==> config.mk <==
export PLATFORM = sky130hd
export DESIGN_NAME = and_gate_3bit_bist
export DESIGN_NICKNAME = d
export VERILOG_FILES = /design/src/rtl/and_gate_3bit_bist.sv
export SDC_FILE = /design/constraint.sdc
export NUM_CORES = 1
export LEC_CHECK = 0
export ABC_AREA = 1
export BUFFER_PORTS_ARGS = -buffer_cell sky130_fd_sc_hd__buf_2
export CAP_MARGIN = 20
export CORE_MARGIN = 4
export CORE_UTILIZATION = 35
export CTS_BUF_LIST = sky130_fd_sc_hd__clkbuf_4 sky130_fd_sc_hd__clkbuf_8 sky130_fd_sc_hd__clkbuf_16
export CTS_CLUSTER_SIZE = 14
export DETAILED_ROUTE_END_ITERATION = 8
export SYNTH_ARGS = -nofsm -noshare
export SYNTH_HDL_FRONTEND = slang
export SYNTH_SLANG_ARGS = --single-unit
==> constraint.sdc <==
create_clock -name clk -period 2.6 [get_ports clk]
set_input_delay 0.13 -clock clk [delete_from_list [all_inputs] [get_ports clk]]
set_output_delay 0.13 -clock clk [all_outputs]
set_load 0.005 [all_outputs]
==> src/rtl/and_gate_3bit_bist.sv <==
// Exhaustive stimulus/response checker for a 3-bit AND gate: sweeps all 512
// {a,b,c} vectors, samples dut_y after SETTLE cycles and reports the verdict.
module and_gate_3bit_bist #(
  parameter int SETTLE = 1
) (
  input  logic       clk,
  input  logic       rst,
  input  logic       start,
  output logic [2:0] dut_a,
  output logic [2:0] dut_b,
  output logic [2:0] dut_c,
  input  logic [2:0] dut_y,
  output logic       busy,
  output logic       done,
  output logic       pass,
  output logic [9:0] err_count,
  output logic       first_err_valid,
  output logic [8:0] first_err_vec,
  output logic [2:0] first_err_y
);

  typedef enum logic [1:0] {IDLE, SETTLE_WAIT, CHECK, DONE} state_t;

  localparam logic [3:0] SETTLE_LD = 4'(SETTLE);

  state_t     state;
  logic [8:0] vec;
  logic [3:0] cnt;
  logic       miss;

  // Expected value is built from the registered drive values, not from vec.
  function automatic logic is_mismatch(input logic [2:0] a, input logic [2:0] b,
                                       input logic [2:0] c, input logic [2:0] y);
    return y != (a & b & c);
  endfunction

  assign miss = is_mismatch(dut_a, dut_b, dut_c, dut_y);

  always_ff @(posedge clk) begin
    if (rst) begin
      state           <= IDLE;
      vec             <= '0;
      cnt             <= '0;
      dut_a           <= '0;
      dut_b           <= '0;
      dut_c           <= '0;
      busy            <= 1'b0;
      done            <= 1'b0;
      pass            <= 1'b0;
      err_count       <= '0;
      first_err_valid <= 1'b0;
      first_err_vec   <= '0;
      first_err_y     <= '0;
    end else begin
      case (state)
        IDLE, DONE: begin
          if (start) begin
            vec                   <= '0;
            {dut_a, dut_b, dut_c} <= '0;
            cnt                   <= SETTLE_LD;
            busy                  <= 1'b1;
            done                  <= 1'b0;
            pass                  <= 1'b0;
            err_count             <= '0;
            first_err_valid       <= 1'b0;
            first_err_vec         <= '0;
            first_err_y           <= '0;
            state                 <= SETTLE_WAIT;
          end
        end
        SETTLE_WAIT: begin
          cnt <= cnt - 4'd1;
          if (cnt == 4'd1) state <= CHECK;
        end
        CHECK: begin
          if (miss) begin
            err_count <= err_count + 10'd1;
            if (!first_err_valid) begin
              first_err_valid <= 1'b1;
              first_err_vec   <= vec;
              first_err_y     <= dut_y;
            end
          end
          // Verdict folds in this final sample, since err_count updates on the same edge.
          if (vec == 9'd511) begin
            busy  <= 1'b0;
            done  <= 1'b1;
            pass  <= (err_count == 10'd0) && !miss;
            state <= DONE;
          end else begin
            vec                   <= vec + 9'd1;
            {dut_a, dut_b, dut_c} <= vec + 9'd1;
            cnt                   <= SETTLE_LD;
            state                 <= SETTLE_WAIT;
          end
        end
        default: state <= IDLE;
      endcase
    end
  end

endmodule

# [Yosys cells after proc, flatten, opt, wreduce, memory -nomap -nowiden]
# Index checks and enable logic that the tools add are counted.
[classes] addsub=3 n_eq_ne=12 muxes=36 bitwise=2 reduce_logical=12
[op_table] operator="$mux 9" n=4
[op_table] operator="$pmux 9 s2" n=2
[op_table] operator="$pmux 3 s2" n=4
[op_table] operator="$mux 10" n=2
[op_table] operator="$pmux 10 s2" n=1
[op_table] operator="$mux 3" n=6
[op_table] operator="$ne 2x2->1 const B" n=6
[op_table] operator="$pmux 4 s3" n=1
[op_table] operator="$add 10x1->10 const B" n=1
[op_table] operator="$logic_not 10->1" n=1
[op_table] operator="$add 9x1->9 const B" n=1
[op_table] operator="$eq 9x9->1 const B" n=1
[op_table] operator="$reduce_and 3->1" n=3
[op_table] operator="$mux 4" n=2
[op_table] operator="$pmux 1 s2" n=4
[op_table] operator="$and 3x3->3" n=2
[op_table] operator="$mux 1" n=6
[op_table] operator="$mux 2" n=3
[op_table] operator="$pmux 2 s3" n=1
[op_table] operator="$eq 2x2->1 const B" n=2
[op_table] operator="$eq 4x1->1 const B" n=1
[op_table] operator="$reduce_and 2->1" n=2
[op_table] operator="$reduce_and 4->1" n=1
[op_table] operator="$sub 4x1->4 const B" n=1
[op_table] operator="other kinds (7)" n=7
[totals] regBits=50 out_inout_bits=35

# [Depth between registers and ports, before layout]
[depth] ltp_word=7 ltp_mapped=12

# [Worst setup path after synthesis]
# Ideal clock, no wire load.
[synth_timing] path_type="reg2reg" startpoint="register, netlist name dut_c[0]" endpoint="register vec[5]" setup_ns=0.070 t_arrival_ns=1.682 path_slack_ns=0.848 path_stages_with_launch=13 n_path_buf=0 cell_sequence="dfxtp_1 > ha_1 > nand3_1 > nor3_1 > ha_1 > nand2_2 > nand2_2 > nor2_4 > nor2_1 > nor2_1 > inv_2 > o21ai_0 > a21oi_1"
[synth_lines] element="end signal: assignment" line_no="91" source="vec <= vec + 9'd1;"
[synth_lines] element="end: declaration" line_no="27" source="logic [8:0] vec;"

==> reports/metrics.cfg <==
[run_status]
status=finished, final reports clean

[clock_network]
cts_root_buf=clkbuf_8
clkSlewWorstSetupHoldPaths_ns=0.09
postCtsSetupRepairBufs=0
hold_buffers=0
cts_tree=done
cts_made_buffers=5
clock_sinks=41
htree_levels=2
ctsResizeCount=0
clockBufferDepth=2
clk_latency_ns=0.30

[sta]
finalSetupViolCount=0
hold_viol_final=0
fmax_mhz=495
fin_crit_sh_pct=77.7
tns_ns=0
hold_slack_ns=0.240
slew_headroom_pct=64.1
skew_ns=0.00978
worst_pin_slew_ns=0.539
min_period_ns=2.02
grt_setup_unrepaired=no
slew_violations=0

[place]
port_buffers=40
gp_congestion=0.853
hpwl_um=4080

[drt]
drcViolationCount=0
avgRoutedWirePerCell_um=12.3
dr.pass1.iters=4
postRouteAntennaNets=0
drt_iter0_markers=88
via_per_inst=4.90
via_count=2106
wl_um=5290

[pwr]
p_switching_uw=558
ir_worst_vdd_v=0.000334
comb_power_share_pct=26.4
swShare_pct=36.3
power.internal_uw=980
powerDensity_nw_per_um2=594
seqPwrFrac_pct=46.4
p_leak_uw=0.00112
p_clk_share_pct=27.3

[run]
maxCapViolations=0

[synth]
yosys_warnings=0
synth.avg_cell_area_um2=7.21
synthCells=314
ys_ff_latch=41
synthesis.area_um2=2260
yosysSeqAreaShare_pct=36.3
synth_fp_nets=329
synth_top_area_cell=dfxtp_1
ys_types=29
synth_top_area_share_pct=36.3
yosys-top-cells-area=dfxtp_1, nand2_1, a21oi_1

[setup_path]
crit_path_max_incr_delay_ns=0.42
cp-end-kind=register
cp_top_family=simple AND/OR/NAND/NOR gates
worstSetupStartpointType=register
arrival_ns=2.25
critPathMaxFanout=8
cp_num_buf_inv=1
critPathKind=register to register
worstSetupPathDepth=12
crit_chain=ha_1 > nand3_1 > nor3_1 > ha_1 > nand2_2 > nand2_2 > nor2_4 > nor2_1 > nor2_1 > inv_2 > o21ai_0 > a21oi_1
reg2reg_depth=12
crit_required_ns=2.83
cp_slowest_cell=dfxtp_1

[global_routing]
grt_usage_pct=14.5
grt_antenna_before_repair=0
grt_pass1_wl_um=9060
grt_max_degree=24
grt_pass1_vias=1970
overflow=0

[floorplanning]
io_pins=41
die_area_um2=7820
initial_core_util_pct=35.9
die_h_um=88.4
rows=29
die_x_um=88.4
core-area_um2=6310

[cells_and_area]
layout-drive-gt1-share_pct=24.9
final-seq-area_um2=821
layout_commonest_cell=nand2_1
multi_input_area_um2=1200
syn_to_final_growth_pct=14.4
nNetsFinal=367
n_antenna_cell=0
layout_common_cells=nand2_1, inv_1, dfxtp_1, buf_2, a21oi_1
fill_cells=692

[hold_path]
hold_class=input port to register
hold_depth=5

==> worst reg2reg max path, stage by stage (launching register included) <==
cell,delay (ns)
dfxtp_1,0.42
ha_1,0.26
nand3_1,0.10
nor3_1,0.15
ha_1,0.19
nand2_2,0.07
nand2_2,0.11
nor2_4,0.06
nor2_1,0.18
nor2_1,0.11
inv_2,0.12
o21ai_0,0.09
a21oi_1,0.11
==> path summary, 6_finish.rpt <==
path | startpoint | endpoint | slack (ns)
worst max register to register | dut_c[0] | dut_a[1] | 0.58
worst max-delay path | dut_c[0] | dut_a[1] | 0.58
worst min-delay path | dut_y[1] | first_err_y[1] | 0.24
worst min register to register | busy | busy | 0.46
==> registers in the layout, indices dropped and copies added (netlist names), 2 cells and up <==
register,flops
dut_b,2
vec,2
dut_a,3
first_err_vec,9
state,2
dut_c,2
cnt,4
first_err_y,3
err_count,10
==> area by class of cell <==
class | count | share of cell area [%]
inverter | 45 | 6.52
multi-input combinational | 217 | 46.4
clock buffer | 5 | 2.66
timing repair buffer | 42 | 8.31
sequential | 41 | 31.7
tap | 77 | 3.72
clock inverter | 3 | 0.677
==> kinds of logic (layout without fill, tap and decap cells) <==
family,Yosys count,in the layout,synth area share [%]
fa+ha+maj,9,9,4.98
flops,41,41,36.3
buf+inv,56,95,10.7
simple gates,148,148,32.6
compound gates,59,59,15.1
xor+xnor,1,1,0.387
==> Yosys cell counts <==
library cell  count
nor2_2            4
inv_1            42
a31oi_1           1
ha_1              9
buf_12            1
clkbuf_1          5
dfxtp_1          41
o21ai_0          12
buf_2             3
o22ai_1           1
nand2_1          57
nand2_4           2
a211oi_1          1
nor2_1           22
inv_2             3
buf_4             1
nor4_1            1
buf_6             1
o21bai_1          2
nand4_1          21
nor2_4            3
nand2_2          14
a21oi_1          32
a21oi_2          10
nand3_1          17
nand3_4           1
or2_2             1
nor3_1            5
xor2_1            1
==> power groups by stage <==
stage | Sequential [µW] | Combinational [µW] | Clock (µW)
3_3_place_gp | 726 | 404 | 0
5_1_grt | 721 | 468 | 458
2_1_floorplan | 713 | 344 | 0
3_5_place_dp | 728 | 411 | 0
6_report | 713 | 406 | 420
4_1_cts | 713 | 412 | 434
==> stage by stage <==
stage	cells	instance area [µm²]	total power (µW)	util, %	worst slack [ns]
2_1_floorplan	314	2260	1060	-	0.848
3_3_place_gp	422	2500	1130	39.6	0.688
3_5_place_dp	422	2500	1140	39.6	0.608
4_1_cts	430	2590	1560	41.0	0.584
5_1_grt	430	2590	1650	41.0	0.360
6_report	430	2590	1540	41.0	0.579
==> metal layers <==
layer | GRT usage, % | up-vias | routed length, µm
li1 | - | 1104 | -
met1 | 19.2 | 948 | 2440
met2 | 23.7 | 46 | 2510
met3 | 2.98 | 8 | 260
met4 | 4.53 | 0 | 68
met5 | 0 | - | 0
Power figures use the tool's default switching activity.
